[config.mk]
export PLATFORM = sky130hd
export DESIGN_NAME = scan_input_mux
export DESIGN_NICKNAME = d
export VERILOG_FILES = /design/src/rtl/scan_input_mux.sv
export SDC_FILE = /design/constraint.sdc
export NUM_CORES = 1
export LEC_CHECK = 0
export CAP_MARGIN = 20
export CORE_MARGIN = 2
export CORE_UTILIZATION = 45
export CTS_CLUSTER_DIAMETER = 100
export CTS_CLUSTER_SIZE = 25
export DETAILED_ROUTE_END_ITERATION = 6
export MAX_ROUTING_LAYER = met4
export PLACE_DENSITY = 0.76
export SETUP_SLACK_MARGIN = 0.3
export SLEW_MARGIN = 20
export SYNTH_ARGS = -nofsm -noshare
export SYNTH_HDL_FRONTEND = slang
export SYNTH_SLANG_ARGS = --single-unit
[constraint.sdc]
create_clock -name clk -period 2.8 [get_ports clk]
set_input_delay 0.56 -clock clk [delete_from_list [all_inputs] [get_ports clk]]
set_output_delay 0.56 -clock clk [all_outputs]
set_load 0.05 [all_outputs]
[src/rtl/scan_input_mux.sv]
// Test-mode operand mux for an adder under test: selects functional pins or a
// scanned-in pattern, and captures the adder response into a scan chain.
module scan_input_mux #(
  parameter int unsigned N     = 16,
  parameter int unsigned CNT_W = 6
) (
  input  logic           clk,
  input  logic           rst,
  input  logic           test_mode,
  input  logic           scan_en,
  input  logic           scan_in,
  input  logic           capture,
  input  logic [N-1:0]   pin_a,
  input  logic [N-1:0]   pin_b,
  input  logic           pin_cin,
  input  logic [N:0]     result,
  output logic [N-1:0]   sel_a,
  output logic [N-1:0]   sel_b,
  output logic           sel_cin,
  output logic           scan_out,
  output logic           pat_valid,
  output logic [1:0]     state,
  output logic           capt_err
);

  localparam int unsigned PAT_W   = 2 * N + 1;
  localparam int unsigned RSP_W   = N + 1;
  localparam int unsigned CHAIN_W = PAT_W + RSP_W;
  localparam logic [CNT_W-1:0] CNT_MAX  = CNT_W'(CHAIN_W);
  localparam logic [CNT_W-1:0] CNT_FULL = CNT_W'(PAT_W);

  typedef enum logic [1:0] {
    ST_FUNC  = 2'd0,
    ST_SHIFT = 2'd1,
    ST_APPLY = 2'd2,
    ST_CAPT  = 2'd3
  } state_t;

  state_t             state_q, state_d;
  logic [PAT_W-1:0]   pat_q, pat_d;
  logic [RSP_W-1:0]   rsp_q, rsp_d;
  logic [CNT_W-1:0]   cnt_q, cnt_d;
  logic               pat_valid_q, pat_valid_d;
  logic               capt_err_q, capt_err_d;
  logic [N-1:0]       sel_a_q, sel_a_d;
  logic [N-1:0]       sel_b_q, sel_b_d;
  logic               sel_cin_q, sel_cin_d;
  logic               capt_req_c;
  logic               capt_ok_c;

  // Capture is only considered in test mode when the chain is not shifting.
  assign capt_req_c = test_mode & ~scan_en & capture;
  assign capt_ok_c  = capt_req_c & pat_valid_q;

  always_comb begin
    state_d     = ST_APPLY;
    pat_d       = pat_q;
    rsp_d       = rsp_q;
    cnt_d       = cnt_q;
    pat_valid_d = pat_valid_q;
    capt_err_d  = 1'b0;
    sel_a_d     = sel_a_q;
    sel_b_d     = sel_b_q;
    sel_cin_d   = sel_cin_q;

    if (!test_mode) begin
      state_d = ST_FUNC;
    end else if (scan_en) begin
      state_d = ST_SHIFT;
    end else if (capt_ok_c) begin
      state_d = ST_CAPT;
    end

    // Chain shifts toward RSP[0] whenever scan_en is high, even in functional mode.
    if (scan_en) begin
      {pat_d, rsp_d} = {scan_in, pat_q, rsp_q[RSP_W-1:1]};
    end else if (capt_ok_c) begin
      rsp_d = result;
    end

    if (!test_mode) begin
      cnt_d = '0;
    end else if (scan_en && (cnt_q != CNT_MAX)) begin
      cnt_d = cnt_q + CNT_W'(1);
    end

    // Flag rises on the same edge the counter reaches a full pattern.
    pat_valid_d = test_mode & (pat_valid_q | (cnt_d >= CNT_FULL));
    capt_err_d  = capt_req_c & ~pat_valid_q;

    if (!test_mode) begin
      sel_a_d   = pin_a;
      sel_b_d   = pin_b;
      sel_cin_d = pin_cin;
    end else if (!scan_en) begin
      sel_a_d   = pat_q[N:1];
      sel_b_d   = pat_q[2*N:N+1];
      sel_cin_d = pat_q[0];
    end
  end

  always_ff @(posedge clk) begin
    if (rst) begin
      state_q     <= ST_FUNC;
      pat_q       <= '0;
      rsp_q       <= '0;
      cnt_q       <= '0;
      pat_valid_q <= 1'b0;
      capt_err_q  <= 1'b0;
      sel_a_q     <= '0;
      sel_b_q     <= '0;
      sel_cin_q   <= 1'b0;
    end else begin
      state_q     <= state_d;
      pat_q       <= pat_d;
      rsp_q       <= rsp_d;
      cnt_q       <= cnt_d;
      pat_valid_q <= pat_valid_d;
      capt_err_q  <= capt_err_d;
      sel_a_q     <= sel_a_d;
      sel_b_q     <= sel_b_d;
      sel_cin_q   <= sel_cin_d;
    end
  end

  assign sel_a     = sel_a_q;
  assign sel_b     = sel_b_q;
  assign sel_cin   = sel_cin_q;
  assign scan_out  = rsp_q[0];
  assign pat_valid = pat_valid_q;
  assign state     = state_q;
  assign capt_err  = capt_err_q;

endmodule

==> results of run 1 <==
## worst register-to-register path, stage by stage, from the launching register on
cell	delay (ns)
dfxtp_1	0.36
inv_1	0.11
ha_1	0.15
inv_1	0.05
o41ai_4	0.43
mux2i_1	0.31
a221oi_2	0.08
## cell type report
cell class	count	share of cell area, %
Tap cell	105	2.65
Sequential cell	93	37.5
Timing Repair Buffer	97	19.4
Clock inverter	3	0.858
Clock buffer	13	3.41
Inverter	3	0.227
Multi-Input combinational cell	255	35.9
## flip-flops by register name (all words and copies together), names as in the netlist
name and cells:
sel_a 16, state 2, pat_q 33, capt_err 1, sel_cin 1, pat_valid 1
sel_b 16, cnt_q 6, rsp_q 17
## logic make-up after synthesis
kind of cell,count (synthesis),share of synthesized area (%)
buf+inv,36,4.46
xor+xnor,5,1.15
simple gates,108,11.5
fa+ha+maj,2,0.656
compound gates,58,11.9
mux,82,21.5
flops,93,48.8
## cells in the final DEF (no fill, tap or decap), drive strengths merged, types with 4 or more instances in the layout
cell           instances
dfxtp                 93
clkdlybuf4s50         90
nor2                  89
mux2i                 82
a211oi                50
clkbuf                13
nand2                  7
buf                    7
nand4                  4
a21oi                  4
## power breakdown
part	switching (mW)	leakage (nW)	internal [mW]	total [mW]
Clock	0.439	0.106	0.486	0.924
Combinational	0.249	1.13	0.194	0.443
Sequential	0.0285	0.762	1.37	1.40
## path summary, 6_finish.rpt
path,from,to,slack [ns],cells past startpoint
max,pat_valid$_SDFF_PP0_,pat_valid,0.68,1
min,rsp_q[14]$_SDFFE_PP0P_,rsp_q[14]$_SDFFE_PP0P_,0.51,2
max reg2reg,cnt_q[0]$_SDFF_PP0_,pat_valid$_SDFF_PP0_,1.20,6
min reg2reg,rsp_q[14]$_SDFFE_PP0P_,rsp_q[14]$_SDFFE_PP0P_,0.51,2
## routing by layer
layer	GRT usage, %	up-vias	wire [µm]
met5	-	-	0
met4	5.00	0	34
met3	3.21	5	450
met2	26.1	83	3290
met1	23.2	1339	3930
li1	-	1497	-
==> impl_metrics.ini, run 1 <==
[outcome]
outcome = complete, no violations

[worst_hold_path]
hp-class = reg -> reg

[critical_path]
crit_family = buffers and inverters
crit_buf_inv = 1
worstPathCellList = clkdlybuf4s50_1
end_kind = primary output
path_class = reg -> out
arrival_ns = 1.56
start_kind = register
cp.required_ns = 2.24
cpMaxStageDelayCell = clkdlybuf4s50_1
cp_slowest_stage_delay_ns = 0.82
critPathMaxFanout = 4

[clock_network]
ctsRootBufferMaster = clkbuf_8
clk_pin_slew_worst_paths_ns = 0.09
insertion_delay_ns = 0.34
htreeDepth = 3
numCtsBuffers = 9
cts_tree = built
ctsHoldBuffers = 0
clock-sinks = 93
cts.path.max_buffers = 2
post_cts_buffers = 0
cts_resized = 0

[sta]
maxSlewViolCount = 0
period_share_pct = 75.6
rsz0062_at_grt = false
timing.slew.headroom_pct = 41.9
clock_skew_ns = 0.0130
holdWs_ns = 0.506
finalSetupViolCount = 0
tightest_slew_ns = 0.872
final.setup.tns_ns = 0
hold_viol = 0
period_needed_ns = 2.12
fin_ws_ns = 0.682
fmax_mhz = 472

[finish]
final_cells = 569
fin_nets = 517
nFillCells = 710
drive_gt1_share_pct = 5.82
num_antenna_cells = 0
area_growth_pct = 30.0
ff_latch_area_um2 = 1860
final_area_um2 = 4960
multi_input_area_um2 = 1780
post-route-util_pct = 60.4

[place]
dpl_cell_area_um2 = 4750
portBuffers = 93
place_ws_ns = 0.745
dp_cells = 553
gp_congestion = 0.697
hpwl_um = 4960

[floorplan]
start_util_pct = 46.4
die_area_um2 = 9230
ioPinCount = 94
rows = 33
coreArea_um2 = 8220
fp.dieH_um = 96.1
die_w_um = 96.1

[global_route]
grt_overflow_total = 0
grt_pass1_vias = 2726
grt_max_degree = 85
antenna_found_initial = 0
grtUsageTotal_pct = 17.1
grt_pass1_wl_um = 12200

[synth]
synthFlopType = dfxtp_1
syn_area_per_cell_um2 = 9.93
ys_seq_area_share_pct = 48.8
synthArstFlopShare_pct = 0
synth-seq-cells = 93
yosysMostFrequentCell = dfxtp_1
synth_cell_types = 25
postSynthCellCount = 384
synth_area_leaders = dfxtp_1 49%, mux2i_1 22%, a211oi_1 9.8%
synth_area_leader_cell = dfxtp_1
synth_top_area_share_pct = 48.8
synth_common_cells = 93 x dfxtp_1, 89 x nor2_1, 82 x mux2i_1
ys_warn_count = 0
synth_edf_count = 0
syn-num-nets = 442
netlist_area_um2 = 3810

[job]
max_cap_violations = 0

[drt]
drt_wl_total_um = 7710
vias_per_cell = 5.14
routedWlPerCell_um = 13.6
antenna_left = 0
first_pass_iters = 4
drt_iter0_markers = 98
num_vias = 2924
drcViolationCount = 0

[power]
total_power_mw = 2.77
power_density_nw_per_um2 = 559
ir_drop_mv = 0.292
p_leak_nw = 2.00
No activity file was read; power rests on OpenSTA's default activity.
==> inputs of run 2 (changes only) <==
--- a/config.mk
+++ b/config.mk
@@ -7,12 +7,12 @@
 export LEC_CHECK = 0
 export CAP_MARGIN = 20
 export CORE_MARGIN = 2
-export CORE_UTILIZATION = 45
+export CORE_UTILIZATION = 44
 export CTS_CLUSTER_DIAMETER = 100
 export CTS_CLUSTER_SIZE = 25
 export DETAILED_ROUTE_END_ITERATION = 6
 export MAX_ROUTING_LAYER = met4
-export PLACE_DENSITY = 0.76
+export PLACE_DENSITY = 0.77
 export SETUP_SLACK_MARGIN = 0.3
 export SLEW_MARGIN = 20
 export SYNTH_ARGS = -nofsm -noshare
==> constraint.sdc (replaced) <==
create_clock -name clk -period 1.79 [get_ports clk]
set_input_delay 0.358 -clock clk [delete_from_list [all_inputs] [get_ports clk]]
set_output_delay 0.358 -clock clk [all_outputs]
set_load 0.05 [all_outputs]
==> run 2 against run 1 <==
Against the previous run:
- clock-buffer cell count fell by 2
- combinational power up 58%
- register-to-register slack worse by 0.86 ns
- critical path type is now reg -> reg
- largest cell class unchanged
- highest routed layer unchanged
==> impl_metrics.ini, run 2 (synthesis results as in run 1) <==
[outcome]
outcome = complete, no violations

[power]
ir_drop_mv = 0.448
switchingPower_mw = 1.16
power_frac_comb_pct = 15.6
swShare_pct = 25.8
power_density_nw_per_um2 = 897
seqPwrFrac_pct = 49.0
p_clk_share_pct = 35.4
p_leak_nw = 2.12
power.internal_mw = 3.32
total_power_mw = 4.47

[finish]
fin_nets = 521
area_growth_pct = 30.7
nFillCells = 716
most-common-layout-cells = 90 x dfxtp_1, 89 x nor2_1, 82 x mux2i_1
num_antenna_cells = 0
multi_input_area_um2 = 1800
largest_reg_flops = 33
ff_latch_area_um2 = 1870
post-route-util_pct = 60.1
layout_commonest_cell = dfxtp_1
top_regs = pat_q (33), rsp_q (17)
drive_gt1_share_pct = 16.5
largest-register = pat_q

[sta]
clock_skew_ns = 0.00994
rsz0062_at_grt = true
hold_viol = 0
finalSetupViolCount = 0
tightest_slew_ns = 0.415
final.setup.tns_ns = 0
period_needed_ns = 1.45
fmax_mhz = 692
period_share_pct = 80.8
fin_ws_ns = 0.344
timing.slew.headroom_pct = 72.3
maxSlewViolCount = 0

[clock_network]
ctsHoldBuffers = 0
clock-sinks = 93
cts_tree = built
insertion_delay_ns = 0.35
ctsRootBufferMaster = clkbuf_8
htreeDepth = 3
numCtsBuffers = 9
cts.path.max_buffers = 2
clk_pin_slew_worst_paths_ns = 0.09

[drt]
antenna_left = 0
first_pass_iters = 4
routedWlPerCell_um = 13.7
num_vias = 2954
drt_iter0_markers = 57
drt_wl_total_um = 7830
drcViolationCount = 0
vias_per_cell = 5.16

[place]
gp_congestion = 0.780
place_ws_ns = 0.205
hpwl_um = 5030
portBuffers = 93

[critical_path]
start_kind = register
critPathMaxFanout = 5
path_class = reg -> reg
worstPathCellList = inv_4 -> ha_4 -> inv_2 -> o41ai_4 -> mux2i_1 -> a221oi_2
arrival_ns = 1.66
r2r_start = cnt_q[0]$_SDFF_PP0_
end_kind = register
cpMaxStageDelayCell = o41ai_4
cp_slowest_stage_delay_ns = 0.39
cp.required_ns = 2.01
startpoint = cnt_q[0]$_SDFF_PP0_

[job]
max_cap_violations = 0

[worst_hold_path]
hp-class = in -> reg
hp-start = scan_en

[global_route]
grt_pass1_wl_um = 13500
grt_overflow_total = 0
grtUsageTotal_pct = 17.6
grt_pass1_vias = 2898
grt_max_degree = 85
antenna_found_initial = 0

[floorplan]
ioPinCount = 94
start_util_pct = 46.0
die_w_um = 97.1
die_area_um2 = 9430
fp.dieH_um = 97.1
coreArea_um2 = 8300
rows = 33
-- run 2: cell types whose count changed in the layout (fill, tap and decap cells not counted), moves of 2 or more --
| cell | change |
|---|---|
| buf_4 | +39 |
| clkdlybuf4s50_1 | -38 |
| inv_1 | -2 |
| dfxtp_4 | +2 |
| clkinv_4 | +2 |
| dfxtp_1 | -3 |
| buf_12 | +3 |
-- run 2: power groups by stage --
stage / Combinational, mW / Sequential, mW / Clock (mW)
6_report: 0.699 / 2.19 / 1.58
5_1_grt: 0.748 / 2.20 / 1.72
4_1_cts: 0.696 / 2.19 / 1.63
3_5_place_dp: 0.691 / 2.24 / 0
3_3_place_gp: 0.681 / 2.24 / 0
2_1_floorplan: 0.264 / 2.41 / 0
-- run 2: cell type report --
| class | count | share of cell area, % |
|---|---|---|
| Clock buffer | 11 | 3.04 |
| Clock inverter | 5 | 1.66 |
| Inverter | 3 | 0.276 |
| Multi-Input combinational cell | 255 | 36.2 |
| Sequential cell | 93 | 37.5 |
| Tap cell | 105 | 2.63 |
| Timing Repair Buffer | 101 | 18.7 |
-- run 2: metrics by stage --
| step | instances | instance area (µm²) | hold slack (ns) |
|---|---|---|---|
| 3_5_place_dp | 554 | 4700 | 0.485 |
| 3_3_place_gp | 554 | 4700 | 0.464 |
| 2_1_floorplan | 384 | 3820 | 0.456 |
| 4_1_cts | 571 | 4940 | 0.272 |
| 6_report | 573 | 4990 | 0.295 |
| 5_1_grt | 573 | 4990 | 0.300 |
-- run 2: per-layer routing --
| layer | GRT usage [%] | vias up | part of all wire, % | wire (µm) |
|---|---|---|---|---|
| met5 | - | - | 0 | 0 |
| met2 | 25.7 | 82 | 43 | 3400 |
| met3 | 4.32 | 10 | 5.8 | 452 |
| met1 | 24.0 | 1351 | 50 | 3900 |
| met4 | 5.53 | 0 | 0.96 | 75 |
| li1 | - | 1511 | - | - |
-- run 2: final timing paths --
check | cells past startpoint | end | slack [ns]
worst max-delay path | 6 | pat_valid$_SDFF_PP0_ | 0.34
worst min-delay path | 2 | state[1]$_SDFF_PP0_ | 0.30
worst max register to register | 6 | pat_valid$_SDFF_PP0_ | 0.34
worst min register to register | 2 | rsp_q[16]$_SDFFE_PP0P_ | 0.50
-- run 2: critical path: cells and delay by family, from the launching register on --
| kind | cells | cell delay, ns |
|---|---|---|
| compound gates | 2 | 0.47 |
| flops | 1 | 0.37 |
| mux | 1 | 0.27 |
| fa+ha+maj | 1 | 0.11 |
| buf+inv | 2 | 0.09 |
-- run 2: repair_timing --
action	CTS	global route
endpoints found under the setup margin	2	4
gates resized for setup	0	10
pin swaps	1	3
setup buffers	1	2
==> inputs of run 3 (changes only) <==
==> constraint.sdc (replaced) <==
create_clock -name clk -period 1.3 [get_ports clk]
set_input_delay 0.26 -clock clk [delete_from_list [all_inputs] [get_ports clk]]
set_output_delay 0.26 -clock clk [all_outputs]
set_load 0.05 [all_outputs]
==> run 3 against run 2 <==
Against the previous run:
- the flow now finishes with violations (negative setup slack)
- non-clock buffer count rose by 22
- worst hold slack lost 0.16 ns
- setup slack got worse by 0.41 ns
- flip-flop and latch count stayed put
- clock power is 13% higher
- critical path type unchanged
- highest routed layer unchanged
==> impl_metrics.ini, run 3 (synthesis results as in run 1) <==
[finish]
largest_reg_flops = 33
top_regs = pat_q (33), rsp_q (17)
drive_gt1_share_pct = 36.3
fin_nets = 543
final_area_um2 = 5950
most-common-layout-cells = 82 x mux2i_1, 72 x nor2_1, 51 x clkdlybuf4s50_1
area_growth_pct = 55.9
largest-register = pat_q
nFillCells = 588
num_antenna_cells = 0
layout_commonest_cell = mux2i_1

[drt]
first_pass_iters = 5
drt_iter0_markers = 132
routedWlPerCell_um = 14.5
vias_per_cell = 5.20
num_vias = 3095
drcViolationCount = 0
drt_wl_total_um = 8610
antenna_left = 0

[sta]
fin_ws_ns = -0.0622
period_share_pct = 105
period_needed_ns = 1.36
hold_viol = 0
finalSetupViolCount = 3
clock_skew_ns = 0.0123
maxSlewViolCount = 0
tightest_slew_ns = 0.429
fmax_mhz = 734
timing.slew.headroom_pct = 71.4
final.setup.tns_ns = -0.117
rsz0062_at_grt = true

[clock_network]
cts.path.max_buffers = 2
ctsRootBufferMaster = clkbuf_8
ctsHoldBuffers = 0
clock-sinks = 93
clk_pin_slew_worst_paths_ns = 0.09
cts_tree = built
numCtsBuffers = 9
insertion_delay_ns = 0.35
htreeDepth = 3

[global_route]
grt_overflow_total = 0
grt_pass1_wl_um = 14600
grt_max_degree = 84
grtUsageTotal_pct = 19.0
grt_pass1_vias = 3065
antenna_found_initial = 0

[place]
place_ws_ns = -0.193
dpl_cell_area_um2 = 5430
portBuffers = 93
gp_congestion = 0.751
hpwl_um = 5490

[critical_path]
end_kind = register
cpMaxStageDelayCell = dfxtp_4
arrival_ns = 1.62
cp_slowest_stage_delay_ns = 0.39
start_kind = register
critPathMaxFanout = 5
r2r_slack_ns = -0.06
worstPathCellList = buf_4 -> and3_1 -> nand4_1 -> xor2_2 -> a221oi_2
cp.required_ns = 1.56
path_class = reg -> reg

[power]
power_density_nw_per_um2 = 1040
p_leak_nw = 2.42
ir_drop_mv = 0.623

[floorplan]
coreArea_um2 = 8300
start_util_pct = 46.0
rows = 33
die_area_um2 = 9430
ioPinCount = 94
die_w_um = 97.1
fp.dieH_um = 97.1

[job]
max_cap_violations = 0

[outcome]
outcome = complete, but fails checks
violations = negative setup slack

[worst_hold_path]
hp-class = in -> reg
==> run 3: area by class of cell <==
cell class | instances | area [µm²] | area share [%]
clock buffer | 10 | 138 | 2.31
clock inverter | 6 | 43.8 | 0.737
inverter | 3 | 13.8 | 0.231
multi-input combinational | 255 | 2070 | 34.7
sequential | 93 | 1930 | 32.4
tap | 105 | 131 | 2.21
timing repair buffer | 123 | 1630 | 27.4
==> run 3: path summary, 6_finish.rpt <==
path                          from               endpoint  cells past startpoint
max            cnt_q[0]$_SDFF_PP0_   pat_valid$_SDFF_PP0_                      5
min                            rst    cnt_q[3]$_SDFF_PP0_                      2
max reg2reg    cnt_q[0]$_SDFF_PP0_   pat_valid$_SDFF_PP0_                      5
min reg2reg  rsp_q[1]$_SDFFE_PP0P_  rsp_q[1]$_SDFFE_PP0P_                      2
==> run 3: critical path, delay by kind of cell (launching register included) <==
family | cells | cell delay (ns)
compound gates | 1 | 0.28
flops | 1 | 0.39
simple gates | 2 | 0.30
xor+xnor | 1 | 0.20
buf+inv | 1 | 0.12
==> run 3: timing repair <==
item / 4_1_cts / 5_1_grt
setup endpoints to repair: 63 / 63
setup buffers: 11 / 2
cloned: 1 / 0
pin swaps: 21 / 5
gates resized for setup: 54 / 7
==> run 3: through the flow <==
stage          utilization, %  power, mW  instances  hold WS [ns]
2_1_floorplan               -       3.79        384         0.405
3_3_place_gp             65.5       4.31        565         0.464
3_5_place_dp             65.5       4.33        565         0.486
4_1_cts                  71.1       6.22        593         0.117
5_1_grt                  71.6       6.41        595         0.133
6_report                 71.6       6.16        595         0.132
==> run 3: power by group <==
| part | leakage, nW | total [mW] | switching [mW] | internal, mW |
|---|---|---|---|---|
| clock | 0.0896 | 1.78 | 1.02 | 0.760 |
| combinational | 1.55 | 1.28 | 0.609 | 0.675 |
| sequential | 0.778 | 3.09 | 0.121 | 2.97 |
==> run 3: per-layer routing <==
metal	vias up	track usage, %	part of all wire [%]
met1	1455	24.3	47
met5	-	-	0
met4	0	5.96	1.2
li1	1544	-	-
met3	13	4.39	5.3
met2	83	29.9	47
